File: src/rtl/ps2_scan_rx_if.sv
// Pin-side and scan-code-side signals of the PS/2 keyboard receiver.
// The master drives the raw PS/2 pins and consumes scan codes; the slave
// is the receiver itself.
interface ps2_scan_rx_if;
  logic       ps2_clk;
  logic       ps2_data;
  logic [7:0] scan_code;
  logic       scan_valid;
  logic       frame_err;
  logic       busy;

  modport master (
    output ps2_clk,
    output ps2_data,
    input  scan_code,
    input  scan_valid,
    input  frame_err,
    input  busy
  );

  modport slave (
    input  ps2_clk,
    input  ps2_data,
    output scan_code,
    output scan_valid,
    output frame_err,
    output busy
  );
endinterface

File: src/rtl/ps2_scan_rx.sv
// PS/2 keyboard receiver: synchronises and de-glitches the raw pins,
// deserialises 11-bit device-to-host frames (start, d0..d7, odd parity,
// stop) and emits each good scan code with a one-cycle strobe. Malformed
// or stalled frames are dropped and flagged with a one-cycle frame_err.
module ps2_scan_rx #(
  parameter int FILTER_LEN     = 8,
  parameter int TIMEOUT_CYCLES = 100000
) (
  input  logic          clk,
  input  logic          rst_n,
  ps2_scan_rx_if.slave  bus
);

  localparam int FW = $clog2(FILTER_LEN + 1);
  localparam int TW = $clog2(TIMEOUT_CYCLES + 1);

  typedef enum logic [1:0] {
    IDLE,
    DATA,
    PARITY,
    STOP
  } state_e;

  // Synchroniser flops; idle PS/2 lines are high, so they reset to 1.
  logic clk_meta_q, clk_sync_q;
  logic data_meta_q, data_sync_q;

  // Glitch filter on the synchronised clock.
  logic          filt_q, filt_d;
  logic [FW-1:0] filt_cnt_q, filt_cnt_d;
  logic          fall_evt;

  // Frame state.
  state_e        state_q, state_d;
  logic [2:0]    bit_cnt_q, bit_cnt_d;
  logic [7:0]    shift_q, shift_d;
  logic          par_q, par_d;
  logic [TW-1:0] to_cnt_q, to_cnt_d;
  logic          timeout;

  // Registered outputs.
  logic [7:0]    scan_code_q, scan_code_d;
  logic          scan_valid_q, scan_valid_d;
  logic          frame_err_q, frame_err_d;
  logic          busy_q, busy_d;

  // Two-flop synchronisers for both asynchronous PS/2 pins.
  // NOTE: sequential state is always written with <= so every flop samples
  // pre-edge values regardless of statement order.
  always_ff @(posedge clk or negedge rst_n) begin
    if (!rst_n) begin
      clk_meta_q  <= 1'b1;
      clk_sync_q  <= 1'b1;
      data_meta_q <= 1'b1;
      data_sync_q <= 1'b1;
    end else begin
      clk_meta_q  <= bus.ps2_clk;
      clk_sync_q  <= clk_meta_q;
      data_meta_q <= bus.ps2_data;
      data_sync_q <= data_meta_q;
    end
  end

  // Filter: the level flips only after FILTER_LEN consecutive samples that
  // disagree with it; any agreeing sample restarts the run.
  // NOTE: every signal driven here gets a default first, so no path can
  // leave it unassigned and infer a latch.
  always_comb begin
    filt_d     = filt_q;
    filt_cnt_d = '0;
    if (clk_sync_q != filt_q) begin
      if (filt_cnt_q == FW'(FILTER_LEN - 1)) begin
        filt_d = clk_sync_q;
      end else begin
        filt_cnt_d = filt_cnt_q + 1'b1;
      end
    end
  end

  // The filtered clock's 1->0 transition marks a bit-sampling point.
  assign fall_evt = filt_q & ~filt_d;

  // Filter state register.
  always_ff @(posedge clk or negedge rst_n) begin
    if (!rst_n) begin
      filt_q     <= 1'b1;
      filt_cnt_q <= '0;
    end else begin
      filt_q     <= filt_d;
      filt_cnt_q <= filt_cnt_d;
    end
  end

  // Frame FSM next state, watchdog and output strobes. Timeout takes
  // priority over a coincident falling edge, which is then not consumed.
  always_comb begin
    state_d      = state_q;
    bit_cnt_d    = bit_cnt_q;
    shift_d      = shift_q;
    par_d        = par_q;
    scan_code_d  = scan_code_q;
    scan_valid_d = 1'b0;
    frame_err_d  = 1'b0;

    timeout = (state_q != IDLE) && (to_cnt_q == TW'(TIMEOUT_CYCLES - 1));

    if (state_q == IDLE || fall_evt) begin
      to_cnt_d = '0;
    end else begin
      to_cnt_d = to_cnt_q + 1'b1;
    end

    if (timeout) begin
      state_d     = IDLE;
      bit_cnt_d   = '0;
      shift_d     = '0;
      par_d       = 1'b0;
      to_cnt_d    = '0;
      frame_err_d = 1'b1;
    end else if (fall_evt) begin
      unique case (state_q)
        IDLE: begin
          // A high start bit is line noise, not a frame: ignore it quietly.
          if (!data_sync_q) begin
            state_d   = DATA;
            bit_cnt_d = '0;
            shift_d   = '0;
          end
        end
        DATA: begin
          shift_d[bit_cnt_q] = data_sync_q;
          bit_cnt_d          = bit_cnt_q + 1'b1;
          if (bit_cnt_q == 3'd7) begin
            state_d = PARITY;
          end
        end
        PARITY: begin
          par_d   = data_sync_q;
          state_d = STOP;
        end
        STOP: begin
          state_d = IDLE;
          if (data_sync_q && (^{shift_q, par_q})) begin
            scan_code_d  = shift_q;
            scan_valid_d = 1'b1;
          end else begin
            frame_err_d = 1'b1;
          end
        end
        default: state_d = IDLE;
      endcase
    end

    busy_d = (state_d != IDLE);
  end

  // Frame state and output registers.
  always_ff @(posedge clk or negedge rst_n) begin
    if (!rst_n) begin
      state_q      <= IDLE;
      bit_cnt_q    <= '0;
      shift_q      <= '0;
      par_q        <= 1'b0;
      to_cnt_q     <= '0;
      scan_code_q  <= 8'h00;
      scan_valid_q <= 1'b0;
      frame_err_q  <= 1'b0;
      busy_q       <= 1'b0;
    end else begin
      state_q      <= state_d;
      bit_cnt_q    <= bit_cnt_d;
      shift_q      <= shift_d;
      par_q        <= par_d;
      to_cnt_q     <= to_cnt_d;
      scan_code_q  <= scan_code_d;
      scan_valid_q <= scan_valid_d;
      frame_err_q  <= frame_err_d;
      busy_q       <= busy_d;
    end
  end

  assign bus.scan_code  = scan_code_q;
  assign bus.scan_valid = scan_valid_q;
  assign bus.frame_err  = frame_err_q;
  assign bus.busy       = busy_q;

endmodule

File: src/flat_wrapper.sv
// flat-port wrapper written by rule: the top's interface ports become plain ports
module ps2_scan_rx_flat 
#(
  parameter int FILTER_LEN     = 8,
  parameter int TIMEOUT_CYCLES = 100000
)
  (clk, rst_n, bus_ps2_clk, bus_ps2_data, bus_scan_code, bus_scan_valid, bus_frame_err, bus_busy);
  ps2_scan_rx_if bus_i ();
  input  logic clk;
  input  logic rst_n;
  input wire logic [$bits(bus_i.ps2_clk)-1:0] bus_ps2_clk;
  input wire logic [$bits(bus_i.ps2_data)-1:0] bus_ps2_data;
  output wire logic [$bits(bus_i.scan_code)-1:0] bus_scan_code;
  output wire logic [$bits(bus_i.scan_valid)-1:0] bus_scan_valid;
  output wire logic [$bits(bus_i.frame_err)-1:0] bus_frame_err;
  output wire logic [$bits(bus_i.busy)-1:0] bus_busy;
  assign bus_i.ps2_clk = bus_ps2_clk;
  assign bus_i.ps2_data = bus_ps2_data;
  assign bus_scan_code = bus_i.scan_code;
  assign bus_scan_valid = bus_i.scan_valid;
  assign bus_frame_err = bus_i.frame_err;
  assign bus_busy = bus_i.busy;
  ps2_scan_rx #(.FILTER_LEN(FILTER_LEN), .TIMEOUT_CYCLES(TIMEOUT_CYCLES)) u_core (.clk(clk), .rst_n(rst_n), .bus(bus_i));
endmodule
File: config.mk
export PLATFORM = sky130hd
export DESIGN_NAME = ps2_scan_rx_flat
export DESIGN_NICKNAME = d
export VERILOG_FILES = /design/src/rtl/ps2_scan_rx_if.sv /design/src/rtl/ps2_scan_rx.sv /design/src/flat_wrapper.sv
export SDC_FILE = /design/constraint.sdc
export NUM_CORES = 1
export LEC_CHECK = 0
export ABC_AREA = 1
export CORE_AREA = 2 2 82 64
export DETAILED_ROUTE_END_ITERATION = 10
export DIE_AREA = 0 0 84 66
export HOLD_SLACK_MARGIN = 0.15
export PLACE_DENSITY = 0.79
export SYNTH_ARGS = -nofsm -noshare
export SYNTH_HDL_FRONTEND = slang
export SYNTH_SLANG_ARGS = --single-unit
File: constraint.sdc
create_clock -name clk -period 2.98 [get_ports clk]
set_input_delay 0.894 -clock clk [delete_from_list [all_inputs] [get_ports clk]]
set_output_delay 0.894 -clock clk [all_outputs]
set_load 0.005 [all_outputs]
==> impl_metrics.tcl <==
set metrics [dict create \
    timing_worst_setup_path_type "flop to output port" \
    worst-r2r-cell-count 9 \
    cts.sink_count 51 \
    clock-skew-final_ns 0.006357 \
    worst_ep_arrival_time_ns 1.14 \
    core_region_area_um2 4762 \
    dr.pass1.iters 4 \
    syn-cell-area_um2 2780 \
    ctsLongestPathBuffers 2 \
    routed_wl_um 4863 \
    async_flop_share 1.000 \
    final.period_utilization 0.6831 \
    cts_made_buffers 5 \
    crit_path_start_kind "flop" \
    initial_core_util 0.5838 \
    worstPathCellList "clkdlybuf4s50_1" \
    timing.setup.tns_ns 0 \
    critPathSlowestCell "sky130_fd_sc_hd__clkdlybuf4s50_1" \
    yosys_warnings 0 \
    area.sequential_um2 1282 \
    total_of_cells_resized_after_clock_tree_synthesis 0 \
    grtUsageTotal 0.1960 \
    cts_max_level 2 \
    tritoncts "built" \
    min_path_cells 0 \
    max_cap_violations 0 \
    post_synth_net_total 347 \
    final_net_count 366 \
    ys_ff_latch 51 \
    diodes 0 \
    synthFlopType "sky130_fd_sc_hd__dfrtp_1" \
    post-synth-top-area-cell "sky130_fd_sc_hd__dfrtp_1" \
    fin_worst_hold_slack_ns 0.3585 \
    grt_first_pass_wirelength_um 8756 \
    placed_instance_area_um2 2953 \
    chipHeight_um 66 \
    worst_ep_required_time_ns 2.09 \
    regToRegStartpoint "u_core.filt_cnt_q[0]" \
    io_pins 15 \
    drtIter0Drc 124 \
    static-leakage-power_uw 0.001422 \
    synth_cells 339 \
    clock_slew_at_the_register_clock_pins_of_the_worst_setup_and_hold_paths_ns 0.09 \
    routabilityCongestion 0.8251 \
    core.rowCount 22 \
    clock_insertion_delay_worst_skew_ns 0.29 \
    area_growth_syn_to_layout_pct 9.136 \
    number_of_buffers_added_on_ports 14 \
    cts_hold_buffers 0 \
    cts_post_setup_buffers_inserted 0 \
    tightestPinTransition_ns 0.7972 \
    max_slew_margin 0.4685 \
    timing.critical_path.fanout_max 2 \
    dpl.hpwl_um 3573 \
    layout_cell_area_excl_fill_um2 3034 \
    fill_cells 383 \
    overflow 0 \
    critPathTopFamily "buffers and inverters" \
    synth_enable_flop_cells 0 \
    peakVddDrop_v 0.0002886 \
    cp-startpoint "u_core.bus.scan_code[7]" \
    synth_top_cells_by_area "sky130_fd_sc_hd__dfrtp_1, sky130_fd_sc_hd__nand2_1, sky130_fd_sc_hd__nor2_1" \
    outcome "completed" \
    ys_types 36 \
    cts.root.buffer_cell "sky130_fd_sc_hd__clkbuf_8" \
    grt_setup_unrepaired "no" \
    multi_input_logic_area_um2 1309 \
    grt_start_max_net_pins 38 \
    wire_per_inst_um 11.61 \
    fmax_mhz 491.2 \
    worstHoldPathType "flop to flop" \
    route.detailed.vias_per_inst 5.141 \
    critical_path_buf_inv_count 1 \
    antenna_found_initial 0 \
    p_per_area_nw_per_um2 397.7 \
    synth-seq-area-share 0.4613 \
    postSynthAreaPerCell_um2 8.201 \
    max_slew_violation_count 0 \
    die-area_um2 5544 \
    timing.critical_path.to_type "output port" \
    post-synth-top-area-fraction 0.4140 \
    vias_in_the_first_global_route 1975 \
    post_route_cells_drive_above_1_share 0.1755 \
    path_depth 1 \
    die_width_um 84 \
    hold_start "u_core.data_meta_q" \
    drc 0 \
    critical-path-max-stage-delay_ns 0.50 \
    report.final.hold_viol_count 0 \
    dr_total_vias 2154 \
    final_report_setup_violation_count 0 \
    finalCriticalPeriod_ns 2.036 \
    drt.antenna.violating_nets 0 \
]
-- cell usage after synthesis (2+ instances only) --
cell type                  n
sky130_fd_sc_hd__dfstp_2   5
sky130_fd_sc_hd__o21ai_1   2
sky130_fd_sc_hd__nand2_1  99
sky130_fd_sc_hd__nor2_1   43
sky130_fd_sc_hd__nand2_2  11
sky130_fd_sc_hd__xor2_1    5
sky130_fd_sc_hd__nor3_1    4
sky130_fd_sc_hd__buf_12    2
sky130_fd_sc_hd__xnor2_1   2
sky130_fd_sc_hd__nand4_1   4
sky130_fd_sc_hd__nor2_4    3
sky130_fd_sc_hd__dfrtp_1  46
sky130_fd_sc_hd__ha_1      4
sky130_fd_sc_hd__a21oi_1   6
sky130_fd_sc_hd__nand3_1  27
sky130_fd_sc_hd__o21ai_0   5
sky130_fd_sc_hd__inv_1    28
sky130_fd_sc_hd__nand3_2  12
sky130_fd_sc_hd__o21ai_2   3
sky130_fd_sc_hd__nor2_2    7
sky130_fd_sc_hd__inv_2     6
-- flip-flops by register name (all words and copies together) (netlist names) --
register,count
u_core.data_meta_q,1
u_core.shift_q,8
u_core.bus.frame_err,1
u_core.filt_q,1
u_core.to_cnt_q,17
u_core.filt_cnt_q,4
u_core.clk_sync_q,1
u_core.bus.scan_valid,1
u_core.bus.busy,1
u_core.clk_meta_q,1
u_core.par_q,1
u_core.state_q,2
u_core.bit_cnt_q,3
u_core.data_sync_q,1
u_core.bus.scan_code,8
-- stage by stage --
stage	util	cells	setup WS (ns)	total power, µW
3_3_place_gp	0.6201	411	1.192	838.1
3_5_place_dp	0.6201	411	1.138	843.7
4_1_cts	0.6372	419	0.9284	1226
5_1_grt	0.6372	419	0.8898	1271
2_1_floorplan	-	339	1.396	806.3
6_report	0.6372	419	0.9443	1207
-- final timing paths --
kind / endpoint / slack (ns)
max: bus_scan_code[7] / 0.94
max in group asynchronous: u_core.shift_q[6] / 1.66
max reg2reg: u_core.bus.scan_code[6] / 1.10
min reg2reg: u_core.data_sync_q / 0.36
min in group asynchronous: u_core.to_cnt_q[14] / 0.68
min: u_core.data_sync_q / 0.36
-- kinds of logic (layout without fill, tap and decap cells) --
logic type,after synthesis,in the layout,share of synthesized area
adders and majority gates,4,4,0.01800
AOI/OAI and AO/OA,20,20,0.04816
DFF,51,51,0.4613
buffers and inverters,39,59,0.06796
and+or+nand+nor,218,218,0.3825
xor gates and xnor gates,7,7,0.02205
-- layer usage --
layer  track usage  share of wire  vias up  wire (µm)
met1        0.2907           0.53      991       2601
met5             0              0        -          0
met4       0.04435         0.0070        0         34
met2        0.2940           0.42       41       2054
li1              -              -     1117          -
met3       0.04494          0.036        5        173
-- cell type report --
class / count / area share
flip-flops and latches: 51 / 0.4227
clock buffers: 7 / 0.02515
multi-input cells: 249 / 0.4313
inverters: 35 / 0.04495
well taps: 60 / 0.02474
repair buffers: 16 / 0.04948
clock inverters: 1 / 0.001649
-- placed cells by master (no fill, tap or decap), types with 5 or more instances in the layout --
cell type / netlist / layout
sky130_fd_sc_hd__nand3_2: 12 / 12
sky130_fd_sc_hd__dfrtp_1: 46 / 46
sky130_fd_sc_hd__nand2_1: 99 / 99
sky130_fd_sc_hd__dfstp_2: 5 / 5
sky130_fd_sc_hd__a21oi_1: 6 / 6
sky130_fd_sc_hd__nor2_2: 7 / 7
sky130_fd_sc_hd__nand3_1: 27 / 27
sky130_fd_sc_hd__inv_1: 28 / 28
sky130_fd_sc_hd__xor2_1: 5 / 5
sky130_fd_sc_hd__clkbuf_8: 0 / 5
sky130_fd_sc_hd__inv_2: 6 / 6
sky130_fd_sc_hd__nor2_1: 43 / 43
sky130_fd_sc_hd__o21ai_0: 5 / 5
sky130_fd_sc_hd__clkdlybuf4s50_1: 0 / 13
sky130_fd_sc_hd__nand2_2: 11 / 11
-- where the power goes --
part	switching, µW	total (µW)	leakage, µW	internal (µW)
sequential	20.3	744	0.000693	724
combinational	53.9	83.8	0.000687	29.9
clock	213	379	0.0000422	165
No activity file was read; power rests on OpenSTA's default activity.
